[src/rtl/sync_pkg.sv]
// Shared types and helpers for the Gray-pointer synchronisers of the async FIFO family.
package sync_pkg;

  localparam int SYNC_STAGES_MIN = 2;
  localparam int SYNC_STAGES_MAX = 4;
  localparam int GRAY_W_MAX      = 32;

  typedef enum logic {
    WARMUP = 1'b0,
    RUN    = 1'b1
  } sync_state_e;

  // Prefix XOR from the MSB down; callers zero-extend narrower pointers, which is harmless.
  function automatic logic [GRAY_W_MAX-1:0] gray2bin(input logic [GRAY_W_MAX-1:0] g);
    logic [GRAY_W_MAX-1:0] b;
    b = g;
    b = b ^ (b >> 16);
    b = b ^ (b >> 8);
    b = b ^ (b >> 4);
    b = b ^ (b >> 2);
    b = b ^ (b >> 1);
    return b;
  endfunction

  function automatic logic popcount_gt1(input logic [GRAY_W_MAX-1:0] v);
    return (v & (v - GRAY_W_MAX'(1))) != '0;
  endfunction

endpackage

[src/rtl/sync_w2r_gray_rx_if.sv]
// Read-side bundle of the write-to-read Gray pointer synchroniser.
interface sync_w2r_gray_rx_if #(
  parameter int ASIZE = 4
);
  logic [ASIZE:0] wptr_gray;
  logic           err_clr;
  logic [ASIZE:0] rq_gray;
  logic [ASIZE:0] rq_bin;
  logic [ASIZE:0] rq_delta;
  logic           rq_adv;
  logic           rq_valid;
  logic           gray_err;

  modport master (
    output wptr_gray, err_clr,
    input  rq_gray, rq_bin, rq_delta, rq_adv, rq_valid, gray_err
  );

  modport slave (
    input  wptr_gray, err_clr,
    output rq_gray, rq_bin, rq_delta, rq_adv, rq_valid, gray_err
  );
endinterface

[src/rtl/sync_chain.sv]
// Plain multi-flop synchroniser; no logic between stages so each flop only sees a flop.
module sync_chain #(
  parameter int WIDTH  = 5,
  parameter int STAGES = 2
) (
  input  logic             clk,
  input  logic             rst,
  input  logic [WIDTH-1:0] d,
  output logic [WIDTH-1:0] q
);

  logic [WIDTH-1:0] stage_d [STAGES];
  logic [WIDTH-1:0] stage_q [STAGES];

  always_comb begin
    stage_d[0] = d;
    for (int i = 1; i < STAGES; i++) begin
      stage_d[i] = stage_q[i-1];
    end
  end

  always_ff @(posedge clk or posedge rst) begin
    if (rst) begin
      for (int i = 0; i < STAGES; i++) begin
        stage_q[i] <= '0;
      end
    end else begin
      stage_q <= stage_d;
    end
  end

  assign q = stage_q[STAGES-1];

endmodule

[src/rtl/sync_w2r_gray_rx.sv]
// Write-to-read Gray pointer synchroniser with binary conversion, per-cycle advance,
// Gray-violation detection and a warm-up window that hides reset-flush artefacts.
module sync_w2r_gray_rx
  import sync_pkg::*;
#(
  parameter int ASIZE       = 4,
  parameter int SYNC_STAGES = 2
) (
  input  logic                rclk,
  input  logic                rrst,
  sync_w2r_gray_rx_if.slave   bus
);

  localparam int PW    = ASIZE + 1;
  localparam int CNT_W = 3;

  if (SYNC_STAGES < SYNC_STAGES_MIN || SYNC_STAGES > SYNC_STAGES_MAX) begin : g_bad_stages
    $error("sync_w2r_gray_rx: SYNC_STAGES=%0d outside %0d..%0d",
           SYNC_STAGES, SYNC_STAGES_MIN, SYNC_STAGES_MAX);
  end

  logic [PW-1:0] rq_gray;

  sync_chain #(
    .WIDTH  (PW),
    .STAGES (SYNC_STAGES)
  ) u_chain (
    .clk (rclk),
    .rst (rrst),
    .d   (bus.wptr_gray),
    .q   (rq_gray)
  );

  sync_state_e    state_d, state_q;
  logic [CNT_W-1:0] cnt_d, cnt_q;
  logic [PW-1:0]  bin_d, bin_q;
  logic [PW-1:0]  delta_d, delta_q;
  logic [PW-1:0]  prev_gray_d, prev_gray_q;
  logic           adv_d, adv_q;
  logic           err_d, err_q;
  logic           viol;

  always_comb begin
    bin_d       = PW'(gray2bin(GRAY_W_MAX'(rq_gray)));
    prev_gray_d = rq_gray;
    viol        = popcount_gt1(GRAY_W_MAX'(rq_gray ^ prev_gray_q));
    state_d     = state_q;
    cnt_d       = cnt_q;
    delta_d     = '0;
    adv_d       = 1'b0;
    err_d       = err_q;

    case (state_q)
      // The edge that leaves WARMUP still compares against reset-zero history, so it stays masked.
      WARMUP: begin
        cnt_d = cnt_q + CNT_W'(1);
        if (cnt_d == CNT_W'(SYNC_STAGES + 1)) begin
          state_d = RUN;
        end
      end
      RUN: begin
        delta_d = bin_d - bin_q;
        adv_d   = (delta_d != '0);
        if (viol) begin
          err_d = 1'b1;
        end else if (bus.err_clr) begin
          err_d = 1'b0;
        end
      end
      default: state_d = WARMUP;
    endcase
  end

  always_ff @(posedge rclk or posedge rrst) begin
    if (rrst) begin
      state_q     <= WARMUP;
      cnt_q       <= '0;
      bin_q       <= '0;
      delta_q     <= '0;
      prev_gray_q <= '0;
      adv_q       <= 1'b0;
      err_q       <= 1'b0;
    end else begin
      state_q     <= state_d;
      cnt_q       <= cnt_d;
      bin_q       <= bin_d;
      delta_q     <= delta_d;
      prev_gray_q <= prev_gray_d;
      adv_q       <= adv_d;
      err_q       <= err_d;
    end
  end

  assign bus.rq_gray  = rq_gray;
  assign bus.rq_bin   = bin_q;
  assign bus.rq_delta = delta_q;
  assign bus.rq_adv   = adv_q;
  assign bus.rq_valid = (state_q == RUN);
  assign bus.gray_err = err_q;

endmodule

[src/flat_wrapper.sv]
// flat-port wrapper written by rule: the top's interface ports become plain ports
module sync_w2r_gray_rx_flat import sync_pkg::*;
#(
  parameter int ASIZE       = 4,
  parameter int SYNC_STAGES = 2
)
  (rclk, rrst, bus_wptr_gray, bus_err_clr, bus_rq_gray, bus_rq_bin, bus_rq_delta, bus_rq_adv, bus_rq_valid, bus_gray_err);
  sync_w2r_gray_rx_if #(.ASIZE(ASIZE)) bus_i ();
  input  logic rclk;
  input  logic rrst;
  input wire logic [$bits(bus_i.wptr_gray)-1:0] bus_wptr_gray;
  input wire logic [$bits(bus_i.err_clr)-1:0] bus_err_clr;
  output wire logic [$bits(bus_i.rq_gray)-1:0] bus_rq_gray;
  output wire logic [$bits(bus_i.rq_bin)-1:0] bus_rq_bin;
  output wire logic [$bits(bus_i.rq_delta)-1:0] bus_rq_delta;
  output wire logic [$bits(bus_i.rq_adv)-1:0] bus_rq_adv;
  output wire logic [$bits(bus_i.rq_valid)-1:0] bus_rq_valid;
  output wire logic [$bits(bus_i.gray_err)-1:0] bus_gray_err;
  assign bus_i.wptr_gray = bus_wptr_gray;
  assign bus_i.err_clr = bus_err_clr;
  assign bus_rq_gray = bus_i.rq_gray;
  assign bus_rq_bin = bus_i.rq_bin;
  assign bus_rq_delta = bus_i.rq_delta;
  assign bus_rq_adv = bus_i.rq_adv;
  assign bus_rq_valid = bus_i.rq_valid;
  assign bus_gray_err = bus_i.gray_err;
  sync_w2r_gray_rx #(.ASIZE(ASIZE), .SYNC_STAGES(SYNC_STAGES)) u_core (.rclk(rclk), .rrst(rrst), .bus(bus_i));
endmodule
[config.mk]
export PLATFORM = sky130hd
export DESIGN_NAME = sync_w2r_gray_rx_flat
export DESIGN_NICKNAME = d
export VERILOG_FILES = /design/src/rtl/sync_pkg.sv /design/src/rtl/sync_w2r_gray_rx_if.sv /design/src/rtl/sync_chain.sv /design/src/rtl/sync_w2r_gray_rx.sv /design/src/flat_wrapper.sv
export SDC_FILE = /design/constraint.sdc
export NUM_CORES = 1
export LEC_CHECK = 0
export BUFFER_PORTS_ARGS = -buffer_cell sky130_fd_sc_hd__buf_2
export CAP_MARGIN = 40
export CORE_ASPECT_RATIO = 1.5
export CORE_MARGIN = 4
export CORE_UTILIZATION = 47
export CTS_CLUSTER_SIZE = 16
export DETAILED_ROUTE_END_ITERATION = 8
export HOLD_SLACK_MARGIN = 0.05
export PLACE_DENSITY = 0.73
export SETUP_SLACK_MARGIN = 0.15
export SYNTH_ARGS = -nofsm -noshare
export SYNTH_HDL_FRONTEND = slang
export SYNTH_SLANG_ARGS = --single-unit
[constraint.sdc]
create_clock -name rclk -period 2.5 [get_ports rclk]
set_input_delay 0.5 -clock rclk [delete_from_list [all_inputs] [get_ports rclk]]
set_output_delay 0.5 -clock rclk [all_outputs]
set_load 0.1 [all_outputs]
==> impl_metrics.ini <==
[yosys]
synth_area_leaders = dfrtp_1 63%, xnor2_1 6.6%, ha_1 6.3%, xor2_1 2.9%, xor2_2 2.7%
ys_warn_count = 0
yosysSeqAreaShare_pct = 62.8
synth_nets = 101
synthCells = 86
synth_top_area_share_pct = 62.8
yosys.area_share.simple_pct = 5.86
synth_top_family_by_area = XOR/XNOR gates
synth_top_area_cell = dfrtp_1
synthDistinctLibCells = 25
synth_compound_area_share_pct = 6.07
ys_ff_latch = 30
synth-xor-area-share_pct = 13.6
synth.avg_cell_area_um2 = 13.9
synth_adder_area_share_pct = 7.95
synth_mux_area_share_pct = 0
synth_area_mm2 = 0.00120

[clock_network]
tritoncts = built
clk_latency_ns = 0.33
clockRootBuffer = clkbuf_4
clockBufferDepth = 2
cts_inserted_buffers = 5
htreeDepth = 2
cts_sinks = 30
cts.clk_slew.worst_paths_ns = 0.09

[worst_setup_path]
path_class = flop to flop
r2r_setup_slack_ns = -0.11
slowest_delay_ns = 0.51
crit_buf_inv = 2
startpoint_type = flop
cp_cell_sequence = xor2_4 > xor2_2 > xnor2_2 > xor2_1 > ha_2 > inv_2 > fa_2 > buf_4 > xor2_1 > o41a_1
path_max_fanout = 2
crit_arrival_ns = 2.83
crit_top_cell = xor2_1
cp_slowest_cell = dfrtp_4
critical_path_required_ns = 2.71
r2r-start = u_core.u_chain.q[3]
crit_end = u_core.bus.rq_adv
r2r-end = u_core.bus.rq_adv
endpoint_kind = flop
path_depth = 10
startpoint = u_core.u_chain.q[3]
cp_top_family = XOR/XNOR gates
r2r_cells = 10

[routing]
ant_nets = 0
drc_errors = 0
routed_via_density = 4.88
routed_wl_um = 1890
drt-initial-drc-count = 3
wl_per_cell_um = 12.7
firstDrtPassIters = 4
via_count = 727

[global_routing]
grtUsageTotal_pct = 13.7
grt_pass1_vias = 793
grtUsageMet1_pct = 12.5
grt-busiest-layer = met2
grt.overflow.total = 0
antenna_found_initial = 0
grt_util_met2_pct = 23.1
grt_pass1_wl_um = 3360
grt_max_degree = 31
gr-usage-met3_pct = 7.10

[worst_hold_path]
min_path_type = input pin to async pin

[run_status]
violations = setup timing
outcome = complete, but fails checks

[floorplan]
initial_core_util_pct = 48.8
ioPinCount = 26
fp.coreArea_mm2 = 0.00245
die-area_mm2 = 0.00343
die_w_um = 49.2
core.rowCount = 22
die_h_um = 69.8

[timing]
rsz0062_at_grt = yes
setup_violations = 1
layout_min_cycle_time_ns = 2.61
hold_viol = 0
finClkSkew_ns = 0.00905
final_min_period_over_clock_period_pct = 105
tns_ns = -0.113
relSlewSlack_pct = 67.6
fmax_mhz = 383
worst_slew_pin_slew_ns = 0.489
drv_slew = 0
whs_ns = 0.220
setup_ws_ns = -0.113

[placed_design]
place_area_mm2 = 0.00140
place_inst = 138
place_hpwl_um = 1420
place.gp.congestion = 0.729
port_buffers = 25

[layout]
num-nets-final = 139
drive_gt1_share_pct = 39.2
syn_to_final_growth_pct = 25.4
final_cells = 149
diodes = 0
design_area_mm2 = 0.00150
nFillCells = 197

[power]
totalPowerFinal_uw = 1700
power.leakage_uw = 0.000716
p_int_uw = 933
p_per_area_mw_per_mm2 = 1140
seqPwrFrac_pct = 33.9
vdd_drop_max_mv = 0.799
clock_power_share_pct = 21.3
p_switching_uw = 771
pwr-share-comb_pct = 44.8
p_sw_share_pct = 45.2

[run]
maxCapViolCount = 0
-- synth_stat cells (all sizes together) --
master / n
xor2: 6
a21o: 3
nor4: 1
a21oi: 1
nor3: 1
a31oi: 1
inv: 7
clkbuf: 1
fa: 1
xnor2: 10
and2: 4
buf: 2
ha: 6
a21boi: 1
nor2: 2
nand2: 2
o211ai: 1
dfrtp: 30
a211oi: 1
o21ai: 1
nand2b: 2
o41a: 1
nor2b: 1
-- power groups by stage --
stage	combinational (uW)	sequential, uW	clock [uW]
final	764	578	362
after global routing	801	587	406
after CTS	757	580	380
after detailed placement	750	590	0
after global placement	737	587	0
after floorplan	185	1030	0
-- stage by stage --
stage          worst slack (ns)  utilization [%]
2_1_floorplan            -0.325                -
6_report                 -0.113             61.2
5_1_grt                  -0.263             61.2
3_5_place_dp             -0.169             57.2
4_1_cts                  -0.181             60.5
3_3_place_gp            -0.0920             57.2
-- cell usage in the layout, fill, tap and decap left out --
cell type and count:
a211oi_1 1, a21boi_0 1, a21o_1 3, a21oi_2 1, a31oi_1 1, and2_1 4
buf_2 25, buf_4 9, bufinv_16 1, clkbuf_1 2, clkbuf_4 5, dfrtp_1 28
dfrtp_2 1, dfrtp_4 1, fa_2 1, ha_1 5, ha_2 1, inv_1 6
inv_2 1, nand2_1 2, nand2b_1 2, nor2_1 2, nor2b_1 1, nor3_1 1
nor4_1 1, o211ai_1 1, o21ai_0 1, o41a_1 1, xnor2_1 9, xnor2_2 1
xor2_1 4, xor2_2 1, xor2_4 1
-- tightest hold or removal path: cells and delay by family --
kind	cells	cell delay, ns
buffers and inverters	3	0.46
-- cell families (layout without fill, tap and decap cells) --
logic type / count (synthesis) / in the layout
simple gates: 13 / 13
compound gates: 10 / 10
fa+ha+maj: 7 / 7
buf+inv: 10 / 49
xor+xnor: 16 / 16
flops: 30 / 30
-- cell type report --
cell class	count	area (um^2)	area share (%)
repair buffers	34	193	12.8
clock inverters	1	30.0	2.00
flip-flops and latches	30	756	50.4
well taps	24	30.0	2.00
inverters	7	26.3	1.75
clock buffers	7	45.0	3.00
multi-input cells	46	420	28.0
-- repair_timing --
item | 4_1_cts | 5_1_grt
pin swaps | 2 | 2
buffers inserted | 1 | 2
endpoints found under the setup margin | 2 | 4
gates resized for setup | 0 | 2
hold buffers | 0 | 0
gates cloned | 0 | 0
-- per-layer routing --
| metal | up-vias | wire (um) |
|---|---|---|
| met3 | 6 | 152 |
| met4 | 0 | 56 |
| li1 | 347 | - |
| met5 | - | 0 |
| met1 | 350 | 643 |
| met2 | 24 | 1040 |
-- worst min path at each step --
stage                                         start                    to  slack, ns  depth (start not counted)
after floorplan           u_core.u_chain.stage_d[2]   u_core.u_chain.q[2]       0.33                          0
after global placement    u_core.u_chain.stage_d[4]   u_core.u_chain.q[4]       0.33                          0
after detailed placement  u_core.u_chain.stage_d[0]   u_core.u_chain.q[0]       0.34                          0
after CTS                                      rrst  u_core.bus.rq_bin[3]       0.21                          3
after global routing                           rrst       u_core.cnt_q[0]       0.24                          3
final                                          rrst       u_core.cnt_q[1]       0.22                          3
-- flip-flops by register name (all words and copies together) (netlist names) --
register	cells
u_core.bus.rq_bin	5
u_core.prev_gray_q	4
u_core.cnt_q	3
u_core.bus.gray_err	1
u_core.bus.rq_valid	1
u_core.bus.rq_delta	5
u_core.u_chain.stage_d	5
u_core.u_chain.q	5
u_core.bus.rq_adv	1
(Power assumes the default switching activity.)
